[src/rtl/scan_start_mux_if.sv]
// rtl/scan_start_mux_if.sv - start source, select and status bundle for scan_start_mux
interface scan_start_mux_if #(
  parameter int NCH  = 4,
  parameter int SELW = 2
);
  logic            en;
  logic [SELW-1:0] change;
  logic [NCH-1:0]  s_startin;
  logic            s_start;
  logic [SELW-1:0] active_ch;
  logic            switching;
  logic            sw_done;

  modport master (
    output en, change, s_startin,
    input  s_start, active_ch, switching, sw_done
  );

  modport slave (
    input  en, change, s_startin,
    output s_start, active_ch, switching, sw_done
  );
endinterface

[src/rtl/scan_start_mux.sv]
// rtl/scan_start_mux.sv - glitch-free NCH-way scan start selector with drain/guard switching
module scan_start_mux #(
  parameter int NCH        = 4,
  parameter int SELW       = 2,
  parameter int GUARD      = 4,
  parameter int DRAIN_MAX  = 64,
  parameter int PULSE_MODE = 0
) (
  input  logic            dds,
  input  logic            rst_n,
  scan_start_mux_if.slave bus
);
  localparam int          PADW       = 2 ** SELW;
  localparam logic [SELW:0] NCH_W    = NCH[SELW:0];
  localparam logic [15:0] GUARD_LAST = 16'(GUARD - 1);
  localparam logic [15:0] DRAIN_LAST = 16'(DRAIN_MAX - 1);

  typedef enum logic [1:0] {ST_RUN, ST_DRAIN, ST_GUARD} state_t;

  state_t          state;
  logic [NCH-1:0]  in_q;
  logic [SELW-1:0] active_q;
  logic [SELW-1:0] target;
  logic            hist;
  logic [15:0]     cnt;
  logic            s_start_q;
  logic            switching_q;
  logic            sw_done_q;

  logic [PADW-1:0] in_pad;
  logic            sel_lvl;
  logic            tgt_lvl;
  logic            nxt_start;
  logic            req;

  // Padding to a power of two keeps the channel index full-width and in range.
  always_comb begin
    in_pad            = '0;
    in_pad[NCH-1:0]   = in_q;
    sel_lvl           = in_pad[active_q];
    tgt_lvl           = in_pad[target];
    nxt_start         = ((PULSE_MODE != 0) ? (sel_lvl & ~hist) : sel_lvl) & bus.en;
    req               = (bus.change != active_q) && ({1'b0, bus.change} < NCH_W);
  end

  always_ff @(posedge dds or negedge rst_n) begin
    if (!rst_n) begin
      state       <= ST_RUN;
      in_q        <= '0;
      active_q    <= '0;
      target      <= '0;
      hist        <= 1'b0;
      cnt         <= '0;
      s_start_q   <= 1'b0;
      switching_q <= 1'b0;
      sw_done_q   <= 1'b0;
    end else begin
      in_q      <= bus.s_startin;
      sw_done_q <= 1'b0;
      case (state)
        ST_RUN: begin
          s_start_q <= nxt_start;
          hist      <= sel_lvl;
          if (req) begin
            target      <= bus.change;
            switching_q <= 1'b1;
            cnt         <= '0;
            state       <= s_start_q ? ST_DRAIN : ST_GUARD;
          end
        end
        ST_DRAIN: begin
          hist <= sel_lvl;
          // Leave as soon as the old start would drop, or force it low on timeout.
          if (!nxt_start || cnt == DRAIN_LAST) begin
            s_start_q <= 1'b0;
            cnt       <= '0;
            state     <= ST_GUARD;
          end else begin
            s_start_q <= 1'b1;
            cnt       <= cnt + 16'd1;
          end
        end
        ST_GUARD: begin
          s_start_q <= 1'b0;
          if (cnt == GUARD_LAST) begin
            active_q    <= target;
            hist        <= tgt_lvl;
            sw_done_q   <= 1'b1;
            switching_q <= 1'b0;
            cnt         <= '0;
            state       <= ST_RUN;
          end else begin
            cnt <= cnt + 16'd1;
          end
        end
        default: state <= ST_RUN;
      endcase
    end
  end

  assign bus.s_start   = s_start_q;
  assign bus.active_ch = active_q;
  assign bus.switching = switching_q;
  assign bus.sw_done   = sw_done_q;
endmodule

[src/flat_wrapper.sv]
// flat-port wrapper written by rule: the top's interface ports become plain ports
module scan_start_mux_flat 
#(
  parameter int NCH        = 4,
  parameter int SELW       = 2,
  parameter int GUARD      = 4,
  parameter int DRAIN_MAX  = 64,
  parameter int PULSE_MODE = 0
)
  (dds, rst_n, bus_en, bus_change, bus_s_startin, bus_s_start, bus_active_ch, bus_switching, bus_sw_done);
  scan_start_mux_if #(.NCH(NCH), .SELW(SELW)) bus_i ();
  input  logic dds;
  input  logic rst_n;
  input wire logic [$bits(bus_i.en)-1:0] bus_en;
  input wire logic [$bits(bus_i.change)-1:0] bus_change;
  input wire logic [$bits(bus_i.s_startin)-1:0] bus_s_startin;
  output wire logic [$bits(bus_i.s_start)-1:0] bus_s_start;
  output wire logic [$bits(bus_i.active_ch)-1:0] bus_active_ch;
  output wire logic [$bits(bus_i.switching)-1:0] bus_switching;
  output wire logic [$bits(bus_i.sw_done)-1:0] bus_sw_done;
  assign bus_i.en = bus_en;
  assign bus_i.change = bus_change;
  assign bus_i.s_startin = bus_s_startin;
  assign bus_s_start = bus_i.s_start;
  assign bus_active_ch = bus_i.active_ch;
  assign bus_switching = bus_i.switching;
  assign bus_sw_done = bus_i.sw_done;
  scan_start_mux #(.NCH(NCH), .SELW(SELW), .GUARD(GUARD), .DRAIN_MAX(DRAIN_MAX), .PULSE_MODE(PULSE_MODE)) u_core (.dds(dds), .rst_n(rst_n), .bus(bus_i));
endmodule
[config.mk]
export PLATFORM = sky130hd
export DESIGN_NAME = scan_start_mux_flat
export DESIGN_NICKNAME = d
export VERILOG_FILES = /design/src/rtl/scan_start_mux_if.sv /design/src/rtl/scan_start_mux.sv /design/src/flat_wrapper.sv
export SDC_FILE = /design/constraint.sdc
export NUM_CORES = 1
export LEC_CHECK = 0
export CORE_MARGIN = 8
export CORE_UTILIZATION = 60
export CTS_CLUSTER_DIAMETER = 60
export DETAILED_ROUTE_END_ITERATION = 10
export MAX_ROUTING_LAYER = met4
export PLACE_DENSITY = 0.85
export REMOVE_ABC_BUFFERS = 1
export SETUP_SLACK_MARGIN = 0.3
export SKIP_LAST_GASP = 1
export SLEW_MARGIN = 10
export SYNTH_ARGS = -nofsm -noshare
export SYNTH_HDL_FRONTEND = slang
export SYNTH_SLANG_ARGS = --single-unit
[constraint.sdc]
create_clock -name dds -period 6.8 [get_ports dds]
set_clock_uncertainty 0.2 [all_clocks]
set_input_delay 0.68 -clock dds [delete_from_list [all_inputs] [get_ports dds]]
set_output_delay 0.68 -clock dds [all_outputs]
set_load 0.01 [all_outputs]
==> flow_summary.toml <==
[outcome]
outcome = "finished clean"

[cts]
cts_made_buffers = 5
root_buffer = "clkbuf_4"
clockBufferDepth = 2
ctsResizeCount = 0
clock_latency_ps = 330
holdBufCountCts = 0
cts_sinks = 29
cts_tree = "done"
htree_levels = 2
clkSlewWorstSetupHoldPaths_ps = 90
cts_setup_buffers = 0

[synthesis]
synth_mux_area_share_pct = 3.373
synth.distinct_cells = 43
synth-async-reset-ratio_pct = 100.0
synth.top_cells.by_area = "dfrtp_1, xnor2_1, nand2_1, ha_1, nand3_1"
yosys.area.top_type_share_pct = 46.59
synth-xor-area-share_pct = 6.747
synth_edf_count = 0
synth_ff_type = "dfrtp_1"
synth_top_family_by_area = "simple AND/OR/NAND/NOR gates"
synth.cell_area_um2 = 1558
synth_fa_ha_area_share_pct = 4.016
ys_seq_area_share_pct = 46.59
syn_avg_cell_area_um2 = 9.986
synth_top_area_cell = "dfrtp_1"
netlist_instances = 156
synth_seq_cells = 29
synth_compound_area_share_pct = 11.08
yosys_warnings = 0
synth_simple_gate_area_share_pct = 25.06

[pwr]
power_per_cell_area_nw_per_um2 = 365.4
p_leak_uw = 0.0007430
power.share.clock_pct = 22.7
p_sw_uw = 264.1
power_frac_comb_pct = 42.4
ir_drop_mv = 0.2892
p_sw_share_pct = 40.17
p_seq_share_pct = 34.8
intPower_uw = 393.4

[floorplanning]
io_pins = 14
chipWidth_um = 66.96
rows = 18
initial_core_util_pct = 62.88
die_h_um = 66.96
design.die.area_um2 = 4483
fp.coreArea_um2 = 2477

[timing]
finalCritPeriodShare_pct = 38.48
rsz0062_at_grt = "no"
max_slew.worst_pin.slew_ps = 441.2
hold_viol = 0
timing.hold.ws_ps = 303.1
drv_slew = 0
tns_ps = 0
slew_headroom_pct = 70.45
max_freq_mhz = 382.1
setup_viol = 0
min_period_ps = 2617

[setup_path]
required_ps = 6820
slowest_delay_ps = 480
critPathMaxFanout = 12
r2r_slack_ps = 4180
cp-endpoint = "u_core.cnt[9]"
cp_slowest_cell = "or4b_1"
setup.worst_path.end_class = "flip-flop"
critPathArrivalTime_ps = 2630
cp-startpoint = "u_core.cnt[0]"
critPathKind = "flip-flop to flip-flop"
r2r-start = "u_core.cnt[0]"
reg2regPathDepth = 6
start_kind = "flip-flop"
crit_path_cell_trace = "ha_1 -> or4b_1 -> or4_4 -> a22o_4 -> a21oi_4 -> nor2_1"
r2r_end = "u_core.cnt[9]"

[finish]
area_growth_pct = 15.50
final_nets = 187
final_common_cell = "dfrtp_1"
n_antenna_cell = 0
n_fill_cell = 186
drive_gt1_share_pct = 11.49
layout_common_cells = "dfrtp_1, nand2_1, clkdlybuf4s50_1"

[run]
max_cap_viol_count = 0

[place]
place_hpwl_um = 2526
gp_congestion = 0.8381
io_buffers = 13

[grt]
grt-ovfl-total = 0
grt_max_degree = 30
track_usage_pct = 17.19
grt_pass1_vias = 1241
grt_pass1_wl_um = 5630
grt_antenna_before_repair = 0

[min_path]
hold_path_class = "flip-flop to flip-flop"

[routing]
wirelength_um = 3382
wl_per_cell_um = 16.58
ant_nets = 0
vias_per_cell = 5.980
drt-initial-drc-count = 86
dr.pass1.iters = 4
vias = 1220
drc = 0
synthesized netlist by cell type, types with 2 or more instances:
cell      number
mux2_2         2
mux2i_1        3
inv_1          7
dfrtp_1       29
nand4_1        2
and3_1         3
nor2_1        11
clkbuf_1       2
nand2_1       17
xor2_1         2
a21oi_1        4
nor4b_1        2
o21ai_0        5
nand3_1       12
o21ai_1        3
ha_1           5
a31oi_1        3
or4_4          3
nor3_1         5
xnor2_1       10
o22ai_1        2
nor4_1         3
cell type report:
type / count / area, µm² / share of cell area (%)
flip-flops and latches: 29 / 725.7 / 40.33
clock buffers: 6 / 51.30 / 2.851
clock inverters: 2 / 37.54 / 2.086
multi-input cells: 116 / 783.3 / 43.53
well taps: 30 / 37.54 / 2.086
inverters: 7 / 26.28 / 1.460
repair buffers: 14 / 137.6 / 7.649
registers in the layout, indices dropped and copies added, names as in the netlist:
register,cells
u_core.bus.active_ch,2
u_core.state,2
u_core.bus.sw_done,1
u_core.bus.switching,1
u_core.target,2
u_core.cnt,16
u_core.bus.s_start,1
u_core.in_pad,4
per-stage QoR:
stage / area, µm² / util (%) / std cells / total power [µW] / worst slack (ps)
detailed placement: 1710 / 69.04 / 196 / 508.2 / 4133
CTS: 1799 / 72.63 / 204 / 659.4 / 4196
global route: 1799 / 72.63 / 204 / 698.0 / 4071
global placement: 1710 / 69.04 / 196 / 491.4 / 4190
finish: 1799 / 72.63 / 204 / 657.5 / 4183
floorplan: 1535 / - / 152 / 422.4 / 4380
cell families after synthesis:
family          Yosys count
compound gates           24
xor+xnor                 12
fa+ha+maj                 5
buf+inv                  11
flops                    29
mux                       5
simple gates             70
critical path: cells and delay by family, from the launching register on:
kind	cells	cell delay, ps
DFF	1	420
AOI/OAI and AO/OA	2	590
adders and majority gates	1	280
and+or+nand+nor	3	1010
power groups by stage:
stage	Combinational (µW)	Sequential (µW)	Clock [µW]
after floorplan	194	228	0
after global placement	264	227	0
after detailed placement	277	231	0
after CTS	279	228	153
after global routing	304	232	161
final	279	229	149
layer usage:
metal	wire length, µm	vias up	global-route usage (%)	share of wire [%]
met2	1731	32	28.43	51
li1	-	595	-	-
met1	1411	589	18.43	42
met4	29	0	7.572	0.86
met5	0	-	-	0
met3	210	4	5.537	6.2
how the worst min path moves through the flow:
stage / from / endpoint / slack, ps / cells past startpoint
3_5_place_dp: u_core.target[0] / u_core.target[0] / 270 / 2
3_3_place_gp: u_core.target[0] / u_core.target[0] / 260 / 2
2_1_floorplan: rst_n / u_core.bus.active_ch[0] / 180 / 0
4_1_cts: u_core.target[0] / u_core.target[0] / 290 / 2
5_1_grt: u_core.target[1] / u_core.target[1] / 320 / 2
6_report: u_core.target[0] / u_core.target[0] / 300 / 2
No activity file was read; power rests on OpenSTA's default activity.
